**config.mk**
```make
export PLATFORM = sky130hd
export DESIGN_NAME = cordic_final_stage_flat
export DESIGN_NICKNAME = d
export VERILOG_FILES = /design/src/rtl/cordic_pkg.sv /design/src/rtl/cordic_final_stage_if.sv /design/src/rtl/cordic_sign_delay.sv /design/src/rtl/cordic_final_stage.sv /design/src/flat_wrapper.sv
export SDC_FILE = /design/constraint.sdc
export NUM_CORES = 1
export LEC_CHECK = 0
export ABC_AREA = 1
export BUFFER_PORTS_ARGS = -buffer_cell sky130_fd_sc_hd__buf_2
export CAP_MARGIN = 10
export CORE_MARGIN = 4
export CORE_UTILIZATION = 30
export DETAILED_ROUTE_END_ITERATION = 8
export PLACE_DENSITY_LB_ADDON = 0.2
export SYNTH_ARGS = -nofsm -noshare
export SYNTH_HDL_FRONTEND = slang
export SYNTH_HIERARCHICAL = 1
export SYNTH_SLANG_ARGS = --single-unit
```
**constraint.sdc**
```tcl
create_clock -name clk -period 6.1 [get_ports clk]
set_input_delay 0.915 -clock clk [delete_from_list [all_inputs] [get_ports clk]]
set_output_delay 0.915 -clock clk [all_outputs]
set_load 0.05 [all_outputs]
```
**src/rtl/cordic_pkg.sv**
```systemverilog
// rtl/cordic_pkg.sv - shared constants, types and helpers for the vectoring-mode CORDIC pipeline
// Ports: none (package).
package cordic_pkg;

   localparam int DEFAULT_DATA_WIDTH = 15;
   localparam int ANGLE_PI           = 2 ** (DEFAULT_DATA_WIDTH - 1);
   localparam int CORDIC_ITER        = 12;
   // One initial quadrant-fold stage plus one register per iteration.
   localparam int CORDIC_DELAY       = 1 + CORDIC_ITER;

   typedef struct packed {
      logic valid;
      logic sign;
   } tap_t;

   // round(0.607253 * 2^(width-1)) in integer arithmetic so it stays an
   // elaboration-time constant without real numbers.
   function automatic int calc_k_q(input int width);
      longint scaled;
      scaled = longint'(607253) * (longint'(1) << (width - 1));
      return int'((scaled + longint'(500000)) / longint'(1000000));
   endfunction

endpackage

```
**src/rtl/cordic_final_stage_if.sv**
```systemverilog
// rtl/cordic_final_stage_if.sv - sample/result bundle between the CORDIC iterations and the final stage
// Ports: master = upstream pipeline (drives entry/sample, reads results)
//        slave  = cordic_final_stage (reads entry/sample, drives results)
interface cordic_final_stage_if
   import cordic_pkg::*;
#(
   parameter int DATA_WIDTH = DEFAULT_DATA_WIDTH
);

   logic                  entry_valid;
   logic                  sign_in;
   logic                  in_valid;
   logic [DATA_WIDTH-1:0] x_in;
   logic [DATA_WIDTH-1:0] theta_in;
   logic                  out_valid;
   logic [DATA_WIDTH-1:0] mag_out;
   logic [DATA_WIDTH-1:0] phase_out;
   logic                  align_err;
   logic                  neg_err;

   modport master (
      output entry_valid, sign_in, in_valid, x_in, theta_in,
      input  out_valid, mag_out, phase_out, align_err, neg_err
   );

   modport slave (
      input  entry_valid, sign_in, in_valid, x_in, theta_in,
      output out_valid, mag_out, phase_out, align_err, neg_err
   );

endinterface

```
**src/rtl/cordic_sign_delay.sv**
```systemverilog
// rtl/cordic_sign_delay.sv - DEPTH-deep shift register carrying {valid, sign} alongside the CORDIC pipeline
// Ports: clk, rst (sync, active-high); valid_in/sign_in sampled every cycle;
//        valid_out/sign_out = tap at depth DEPTH.
module cordic_sign_delay
   import cordic_pkg::*;
#(
   parameter int DEPTH = CORDIC_DELAY
) (
   input  logic clk,
   input  logic rst,
   input  logic valid_in,
   input  logic sign_in,
   output logic valid_out,
   output logic sign_out
);

   tap_t [DEPTH-1:0] line_q;
   tap_t [DEPTH-1:0] line_d;

   // Loop form keeps DEPTH=1 legal (no zero-width slices).
   always_comb begin
      line_d    = line_q;
      line_d[0] = '{valid: valid_in, sign: sign_in};
      for (int i = 1; i < DEPTH; i++) begin
         line_d[i] = line_q[i-1];
      end
   end

   always_ff @(posedge clk) begin
      if (rst) begin
         line_q <= '0;
      end else begin
         line_q <= line_d;
      end
   end

   assign valid_out = line_q[DEPTH-1].valid;
   assign sign_out  = line_q[DEPTH-1].sign;

endmodule

```
**src/rtl/cordic_final_stage.sv**
```systemverilog
// rtl/cordic_final_stage.sv - gain compensation and quadrant correction at the CORDIC output
// Ports: clk, rst (sync, active-high);
//        bus (slave): entry_valid/sign_in at pipeline entry, in_valid/x_in/theta_in
//        from the last iteration, out_valid/mag_out/phase_out results,
//        align_err/neg_err sticky error flags.
module cordic_final_stage
   import cordic_pkg::*;
#(
   parameter int DATA_WIDTH = DEFAULT_DATA_WIDTH,
   parameter int DELAY      = CORDIC_DELAY,
   parameter int K_Q        = calc_k_q(DATA_WIDTH)
) (
   input  logic                 clk,
   input  logic                 rst,
   cordic_final_stage_if.slave  bus
);

   localparam int                    PW    = 2 * DATA_WIDTH;
   localparam logic [PW-1:0]         K_Q_W = PW'(K_Q);
   localparam logic [DATA_WIDTH-1:0] PI_W  = DATA_WIDTH'(1) << (DATA_WIDTH - 1);

   logic d_valid;
   logic d_sign;
   logic x_neg;

   logic [PW-1:0]         prod_q, prod_d;
   logic [DATA_WIDTH-1:0] phase1_q, phase1_d;
   logic                  v1_q, v1_d;
   logic [DATA_WIDTH-1:0] mag_q, mag_d;
   logic [DATA_WIDTH-1:0] phase_q, phase_d;
   logic                  out_valid_q, out_valid_d;
   logic                  align_err_q, align_err_d;
   logic                  neg_err_q, neg_err_d;

   cordic_sign_delay #(
      .DEPTH (DELAY)
   ) u_sign_delay (
      .clk       (clk),
      .rst       (rst),
      .valid_in  (bus.entry_valid),
      .sign_in   (bus.sign_in),
      .valid_out (d_valid),
      .sign_out  (d_sign)
   );

   assign x_neg = bus.x_in[DATA_WIDTH-1];

   // Stage 1: gain multiply and quadrant fold-back; data holds when idle.
   always_comb begin
      prod_d      = prod_q;
      phase1_d    = phase1_q;
      neg_err_d   = neg_err_q;
      v1_d        = bus.in_valid;
      // Mismatch is flagged but the sample still goes through with d_sign.
      align_err_d = align_err_q | (bus.in_valid ^ d_valid);
      if (bus.in_valid) begin
         prod_d    = x_neg ? '0 : PW'(bus.x_in) * K_Q_W;
         // Original X was negative: mirror the angle about pi/2; +pi wraps to -pi.
         phase1_d  = d_sign ? (PI_W - bus.theta_in) : bus.theta_in;
         neg_err_d = neg_err_q | x_neg;
      end
   end

   // Stage 2: rescale; outputs hold their last result between samples.
   always_comb begin
      mag_d       = mag_q;
      phase_d     = phase_q;
      out_valid_d = v1_q;
      if (v1_q) begin
         // K_Q < 2^(DATA_WIDTH-1) keeps the MSB of the shifted product clear.
         mag_d   = DATA_WIDTH'(prod_q >> (DATA_WIDTH - 1));
         phase_d = phase1_q;
      end
   end

   always_ff @(posedge clk) begin
      if (rst) begin
         prod_q      <= '0;
         phase1_q    <= '0;
         v1_q        <= 1'b0;
         mag_q       <= '0;
         phase_q     <= '0;
         out_valid_q <= 1'b0;
         align_err_q <= 1'b0;
         neg_err_q   <= 1'b0;
      end else begin
         prod_q      <= prod_d;
         phase1_q    <= phase1_d;
         v1_q        <= v1_d;
         mag_q       <= mag_d;
         phase_q     <= phase_d;
         out_valid_q <= out_valid_d;
         align_err_q <= align_err_d;
         neg_err_q   <= neg_err_d;
      end
   end

   assign bus.out_valid = out_valid_q;
   assign bus.mag_out   = mag_q;
   assign bus.phase_out = phase_q;
   assign bus.align_err = align_err_q;
   assign bus.neg_err   = neg_err_q;

endmodule
```
**src/flat_wrapper.sv**
```systemverilog
// flat-port wrapper written by rule: the top's interface ports become plain ports
module cordic_final_stage_flat import cordic_pkg::*;
#(
   parameter int DATA_WIDTH = DEFAULT_DATA_WIDTH,
   parameter int DELAY      = CORDIC_DELAY,
   parameter int K_Q        = calc_k_q(DATA_WIDTH)
)
  (clk, rst, bus_entry_valid, bus_sign_in, bus_in_valid, bus_x_in, bus_theta_in, bus_out_valid, bus_mag_out, bus_phase_out, bus_align_err, bus_neg_err);
  cordic_final_stage_if #(.DATA_WIDTH(DATA_WIDTH)) bus_i ();
  input  logic clk;
  input  logic rst;
  input wire logic [$bits(bus_i.entry_valid)-1:0] bus_entry_valid;
  input wire logic [$bits(bus_i.sign_in)-1:0] bus_sign_in;
  input wire logic [$bits(bus_i.in_valid)-1:0] bus_in_valid;
  input wire logic [$bits(bus_i.x_in)-1:0] bus_x_in;
  input wire logic [$bits(bus_i.theta_in)-1:0] bus_theta_in;
  output wire logic [$bits(bus_i.out_valid)-1:0] bus_out_valid;
  output wire logic [$bits(bus_i.mag_out)-1:0] bus_mag_out;
  output wire logic [$bits(bus_i.phase_out)-1:0] bus_phase_out;
  output wire logic [$bits(bus_i.align_err)-1:0] bus_align_err;
  output wire logic [$bits(bus_i.neg_err)-1:0] bus_neg_err;
  assign bus_i.entry_valid = bus_entry_valid;
  assign bus_i.sign_in = bus_sign_in;
  assign bus_i.in_valid = bus_in_valid;
  assign bus_i.x_in = bus_x_in;
  assign bus_i.theta_in = bus_theta_in;
  assign bus_out_valid = bus_i.out_valid;
  assign bus_mag_out = bus_i.mag_out;
  assign bus_phase_out = bus_i.phase_out;
  assign bus_align_err = bus_i.align_err;
  assign bus_neg_err = bus_i.neg_err;
  cordic_final_stage #(.DATA_WIDTH(DATA_WIDTH), .DELAY(DELAY), .K_Q(K_Q)) u_core (.clk(clk), .rst(rst), .bus(bus_i));
endmodule
```
==> results of run 1 <==
kinds of logic after synthesis:
group | after synthesis
and+or+nand+nor | 340
buffers and inverters | 294
adders and majority gates | 193
AOI/OAI and AO/OA | 125
DFF | 90
xor gates and xnor gates | 12
metal layers:
metal / routed length [µm] / global-route usage / vias up
li1: - / - / 3325
met1: 9733 / 0.1938 / 2941
met2: 8763 / 0.2224 / 65
met3: 522 / 0.02072 / 13
met4: 270 / 0.02960 / 0
met5: 0 / 0 / -
sequential cells by signal (all words and copies together), names as in the netlist, 15 cells and up:
signal                      count
u_core/u_sign_delay/line_d     24
u_core/bus.mag_out             15
u_core/bus.phase_out           15
u_core/phase1_q                15
u_core/prod_q                  15
worst min path at each step:
stage | startpoint | to
global route | u_core/u_sign_delay/line_d[16]$_SDFF_PP0_ | u_core/u_sign_delay/line_d[18]$_SDFF_PP0_
floorplan | u_core/u_sign_delay/line_d[8]$_SDFF_PP0_ | u_core/u_sign_delay/line_d[10]$_SDFF_PP0_
CTS | u_core/u_sign_delay/line_d[25]$_SDFF_PP0_ | u_core/u_sign_delay/valid_out$_SDFF_PP0_
detailed placement | u_core/u_sign_delay/line_d[20]$_SDFF_PP0_ | u_core/u_sign_delay/line_d[22]$_SDFF_PP0_
global placement | u_core/u_sign_delay/line_d[14]$_SDFF_PP0_ | u_core/u_sign_delay/line_d[16]$_SDFF_PP0_
finish | u_core/u_sign_delay/line_d[25]$_SDFF_PP0_ | u_core/u_sign_delay/valid_out$_SDFF_PP0_
stage by stage:
step | hold slack (ps) | utilization | setup WS (ps)
finish | 399.2 | 0.3395 | 542.9
floorplan | 388.3 | - | 892.4
CTS | 404.1 | 0.3395 | 565.0
detailed placement | 394.0 | 0.3293 | 208.1
global placement | 388.4 | 0.3293 | 224.5
global route | 417.6 | 0.3395 | 218.2
Yosys cell counts, drive strengths merged:
cell type  number  area share
xor2           11       0.012
dfxtp          90        0.22
nand3          35       0.021
buf             8      0.0076
a21boi          1     0.00092
nor3           11       0.010
fa             82        0.20
o21a            1     0.00092
inv           272        0.12
ha            111        0.17
nand2         155       0.073
xnor2           1      0.0011
o211ai          1     0.00092
a31oi           1     0.00076
nor2          122       0.060
a21o            1     0.00092
clkinv          1     0.00046
and2            1     0.00076
or2             2      0.0015
nand4          14       0.011
a21oi          57       0.036
o21ai          58       0.036
o21bai          5      0.0046
clkbuf         13      0.0061
tightest hold or removal path: stages, from the launching register on:
cell and delay (ps):
dfxtp_1 290, inv_1 40, nor2_1 30
final cells by class:
class / instances / area [µm²] / share of cell area
Inverter: 273 / 1025 / 0.1120
Sequential cell: 90 / 1802 / 0.1969
Timing Repair Buffer: 71 / 365.4 / 0.03993
Multi-Input combinational cell: 670 / 5258 / 0.5747
Clock inverter: 3 / 43.79 / 0.004787
Clock buffer: 10 / 229.0 / 0.02503
Tap cell: 341 / 426.7 / 0.04664
where the power goes:
part           leakage (µW)  switching (µW)  internal, µW
clock              0.000134             214           311
combinational       0.00406            2500          1360
sequential         0.000738            24.0           636
==> key figures, run 1 <==
Yosys
  – Mean Syn Cell Area: 7.777 µm²
  – Mapped Area: about 0.008 mm²
  – Compound-Gate Fraction of Synth Area: 0.08060
  – Seq/Total Area, Yosys: 0.2198
  – Yosys warns: 6
  – Post-Synth Adder-Cell Area: 0.3697
  – Post-synthesis mux area share: 0
  – Simple-Gate Fraction of Synth Area: 0.1783
  – Yosys cell types: 37
  – Yosys reg bits: 90
  – Cell count after synthesis: approximately 1,100
  – Xor/xnor share of the synthesized area: 0.01282
  – Post-Syn Nets: 1,282
  – Main combinational cell family by area after synthesis: adder cells

Critical path
  – FF-to-FF setup slack: 4790 ps
  – R2R cell count: 7
  – Critical path fanouts, max: 5
  – Worst r2r dst: u_core/phase1_q[14]$_SDFFE_PP0P_
  – Worst Setup SP: bus_x_in[7]
  – CP Capture Type: flop
  – R2r startpoint: u_core/u_sign_delay/sign_out$_SDFF_PP0_
  – CP required: between 6000 and 7000 ps
  – Crit path kind: in2reg
  – Critical path buffers and inverters: 8
  – Critical path depth in cells: 23
  – Critical-path cell list: buf_2 > inv_1 > fa_1 > inv_1 > ha_1 > inv_1 > fa_1 > inv_1 > fa_1 > fa_1 > inv_1 > fa_1 > inv_1 > ha_1 > nand2_2 > nor2_1 > inv_1 > nor3_2 > nand2_1 > nand3_1 > nand2_1 > nand3_1 > a21oi_2
  – CP max stage delay: 560 ps
  – Kind of cell adding the most delay to the critical path: adder cells
  – Crit-path slowest cell: fa_1
  – CP startpoint kind: input pin
  – Most frequent CP cell: inv_1
  – CP Data Arrival Time: 5760 ps
  – Crit path to: u_core/prod_q[24]$_SDFFE_PP0P_

Clocking
  – Clock Pin Slew Worst Setup and Hold Paths: roughly 60 ps
  – Inserted Clock Buffers: 9
  – Clock latency on the worst-skew pair: ~330 ps
  – CTS H-Tree Depth: 3
  – Sink Count: 90
  – CTS Hold Bufs: 0
  – Clock root cell: clkbuf_16
  – Postcts setup bufs: 0
  – CTS tree: yes
  – Post_cts resized: 0
  – Clock Path Buffers: 2

Placement
  – Routability cong.: 0.8542
  – DP Wirelength: approximately 16,000 µm
  – IO Port Bufs: 67
  – Dpl cells: roughly 1,400
  – Post-Place Cell Area: 0.008876 mm²

Timing
  – Max Fclk: approximately 180 MHz
  – Slew HR: 0.2182
  – Worst Tran Pin Value: ~1200 ps
  – Post-route setup TNS: 0 ps
  – Fin Clk Skew: between 6 and 7 ps
  – Final setup fails: 0
  – Hold Violations, Final: 0
  – Post-route minimum period: roughly 5600 ps
  – Unrepaired setup endpoints after global routing: false
  – Slew Viols, Final: 0
  – Crit share post-route: 0.9110

Finish
  – Inserted Diodes: 0
  – Share of layout cells above drive strength 1: 0.09758
  – Design Area, Final: 0.009149 mm²
  – Final net count: roughly 1,300
  – Final Non-Filler Cells: roughly 1,500
  – Area growth, synth to finish: 11.62%
  – Most frequent cells in the layout: inv_1, nand2_1, nor2_1
  – Fill cell count: between 2,000 and 3,000
  – Most common cell after layout, fill and taps aside: inv_1

Global route
  – Overall global routing resource usage: 0.1369
  – Vias in the first global route: between 6,000 and 7,000
  – Initial antenna violation count: 0
  – First-pass GRT wire length: about 34,000 µm
  – Remaining Overflow, GRT: 0
  – Largest net degree at the start of global routing: 50

Die
  – Die H: between 150 and 200 µm
  – Std cell rows: 60
  – Initial Utilization: 0.3041
  – # IOs: 68
  – Core ar.: roughly 0.027 mm²
  – Die area: approximately 0.03 mm²
  – Die width: around 170 µm

Routing
  – DRT iter0 DRCs: about 360
  – Final WL: about 19,000 µm
  – DR vias: about 6,300
  – DR vias/cell: 4.351
  – Drt pass-1 iters: 5
  – DR WL/cell: ~13 µm
  – Post-DRT Antenna Nets: 0
  – Post-route DRC: 0

Status
  – Outcome: finished, final reports clean

Power and ir drop
  – Final Power: between 5000 and 6000 µW
  – Pwr/cell area: between 500 and 600 mW/mm²
  – Worst VDD drop: 305.8 µV
  – Lkg Pwr: approximately 0.0049 µW

Min path
  – HP Class: reg2reg
  – Cells on Worst Hold Path: 2

Flow run
  – Max-Cap Viols: 0
No activity file was read; power rests on OpenSTA's default activity.
==> inputs of run 2 (changes only) <==
CTS_BUF_LIST = sky130_fd_sc_hd__clkbuf_8   (was unset)
SETUP_SLACK_MARGIN = 0.3   (was unset)
clock period = 6.6 ns   (was 6.1 ns; I/O delays follow)
==> key figures, run 2 (synthesis results as in run 1) <==
Critical path
  – Worst r2r dst: u_core/phase1_q[14]$_SDFFE_PP0P_
  – Crit path to: u_core/prod_q[28]$_SDFFE_PP0P_
  – Most frequent CP cell: inv_1
  – CP Data Arrival Time: 5780 ps (+20 ps)
  – CP required: 6820 ps (+520 ps)
  – FF-to-FF setup slack: 5260 ps (+470 ps)
  – R2R cell count: 7 (unchanged)
  – Crit-path slowest cell: fa_1
  – Worst Setup SP: bus_x_in[7]
  – CP Capture Type: flop
  – Critical path fanouts, max: 5 (unchanged)
  – Crit path kind: in2reg
  – CP max stage delay: 550 ps (about the same)
  – CP startpoint kind: input pin
  – R2r startpoint: u_core/u_sign_delay/sign_out$_SDFF_PP0_

Routing
  – Post-DRT Antenna Nets: 0 (unchanged)
  – Drt pass-1 iters: 5 (unchanged)
  – DR vias/cell: 4.334 (-0.40%)
  – Final WL: 19,310 µm (about the same)
  – DRT iter0 DRCs: 249 (-31%)
  – DR vias: 6,327 (-0.27%)
  – DR WL/cell: 13.22 µm (about the same)
  – Post-route DRC: 0 (unchanged)

Die
  – Initial Utilization: 0.3041 (unchanged)
  – Die H: 173.3 µm (unchanged)
  – Die width: 173.3 µm (unchanged)
  – Core ar.: 0.02695 mm² (unchanged)
  – Std cell rows: 60 (unchanged)
  – Die area: 0.03003 mm² (unchanged)
  – # IOs: 68 (unchanged)

Global route
  – Largest net degree at the start of global routing: 50 (unchanged)
  – Remaining Overflow, GRT: 0 (unchanged)
  – Initial antenna violation count: 0 (unchanged)
  – Vias in the first global route: 6,582 (-0.48%)
  – First-pass GRT wire length: 33,670 µm (-0.47%)
  – Overall global routing resource usage: 0.1361 (-0.0008554)

Timing
  – Final setup fails: 0 (unchanged)
  – Worst Tran Pin Value: 976.4 ps (-195.1 ps)
  – Post-route setup TNS: 0 ps (unchanged)
  – Crit share post-route: 0.8432
  – Post-route minimum period: between 5000 and 6000 ps
  – Fin Clk Skew: 11.17 ps (+4.425 ps)
  – Hold Violations, Final: 0 (unchanged)
  – Unrepaired setup endpoints after global routing: false
  – Slew Viols, Final: 0 (unchanged)
  – Max Fclk: 179.7 MHz
  – Slew HR: 0.3484 (+0.1302)

Finish
  – Most frequent cells in the layout: inv_1, nand2_1, nor2_1
  – Max reg flops: 24 (unchanged)
  – Most common cell after layout, fill and taps aside: inv_1
  – Core Util, Final: 0.3373 (-0.002135)
  – Area growth, synth to finish: 10.91%
  – Final net count: 1,342 (-0.074%)
  – Fill cell count: 2,893 (-0.10%)
  – Share of layout cells above drive strength 1: 0.09920 (+0.001613)
  – Inserted Diodes: 0 (unchanged)

Power and ir drop
  – Pwr/cell area: 503.8 mW/mm² (-8.6%)
  – Lkg Pwr: 0.004906 µW (-0.46%)
  – Worst VDD drop: 283.2 µV (-7.4%)

Placement
  – DP Wirelength: 16,070 µm (about the same)
  – IO Port Bufs: 67 (unchanged)
  – Routability cong.: 0.8571 (+0.34%)

Clocking
  – Clock latency on the worst-skew pair: 360 ps (+30 ps)
  – CTS H-Tree Depth: 3 (unchanged)
  – Postcts setup bufs: 0 (unchanged)
  – CTS tree: yes
  – Inserted Clock Buffers: 9 (unchanged)
  – Clock Path Buffers: 2 (unchanged)
  – Post_cts resized: 0 (unchanged)
  – CTS Hold Bufs: 0 (unchanged)
  – Sink Count: 90 (unchanged)
  – Clock Pin Slew Worst Setup and Hold Paths: 90 ps (+30 ps)
  – Clock root cell: clkbuf_8

Status
  – Outcome: finished, final reports clean

Min path
  – HP Class: reg2reg

Flow run
  – Max-Cap Viols: 0 (unchanged)
[run 2: per-layer routing]
metal,share of wire,wire (µm),up-vias,track usage
met1,0.49,9555,2915,0.1861
met5,0,0,-,0
met4,0.014,277,0,0.02328
met3,0.032,619,19,0.02486
met2,0.46,8853,75,0.2286
li1,-,-,3318,-
[run 2: final cells by class]
class | count | area (µm²) | share of cell area
clock buffers | 10 | 137.6 | 0.01514
clock inverters | 6 | 65.06 | 0.007157
inverters | 273 | 1025 | 0.1127
multi-input cells | 670 | 5258 | 0.5783
flip-flops and latches | 90 | 1802 | 0.1982
well taps | 341 | 426.7 | 0.04693
repair buffers | 70 | 377.9 | 0.04156
[run 2: critical path, delay by kind of cell]
family	cells	cell delay [ps]
fa+ha+maj	7	3130
buf+inv	8	670
simple gates	8	810
compound gates	2	180
[run 2: worst min path at each step]
stage | end | slack (ps) | depth (start not counted) | from
3_3_place_gp | u_core/u_sign_delay/line_d[22]$_SDFF_PP0_ | 390 | 2 | u_core/u_sign_delay/line_d[20]$_SDFF_PP0_
6_report | u_core/u_sign_delay/valid_out$_SDFF_PP0_ | 400 | 2 | u_core/u_sign_delay/line_d[25]$_SDFF_PP0_
4_1_cts | u_core/u_sign_delay/valid_out$_SDFF_PP0_ | 400 | 2 | u_core/u_sign_delay/line_d[25]$_SDFF_PP0_
3_5_place_dp | u_core/u_sign_delay/line_d[6]$_SDFF_PP0_ | 390 | 2 | u_core/u_sign_delay/line_d[4]$_SDFF_PP0_
5_1_grt | u_core/u_sign_delay/line_d[16]$_SDFF_PP0_ | 410 | 2 | u_core/u_sign_delay/line_d[14]$_SDFF_PP0_
2_1_floorplan | u_core/u_sign_delay/line_d[10]$_SDFF_PP0_ | 390 | 2 | u_core/u_sign_delay/line_d[8]$_SDFF_PP0_
[run 2: stage by stage]
stage               hold slack (ps)  std cells  power, µW  cell area, µm²  setup WS, ps
finish                        399.8       1460       4580            9091          1035
global route                  414.4       1460       5244            9091         713.0
CTS                           400.6       1459       4678            9064          1021
detailed placement            393.1       1443       4253            8861         643.2
global placement              388.3       1443       4262            8861         647.0
floorplan                     388.3       1054       3375            8197          1317
[run 2: report_power, final]
group,total [µW],internal [µW],switching [µW]
Clock,385,187,198
Combinational,3590,1260,2330
Sequential,610,587,22.5
Total,4580,2030,2550
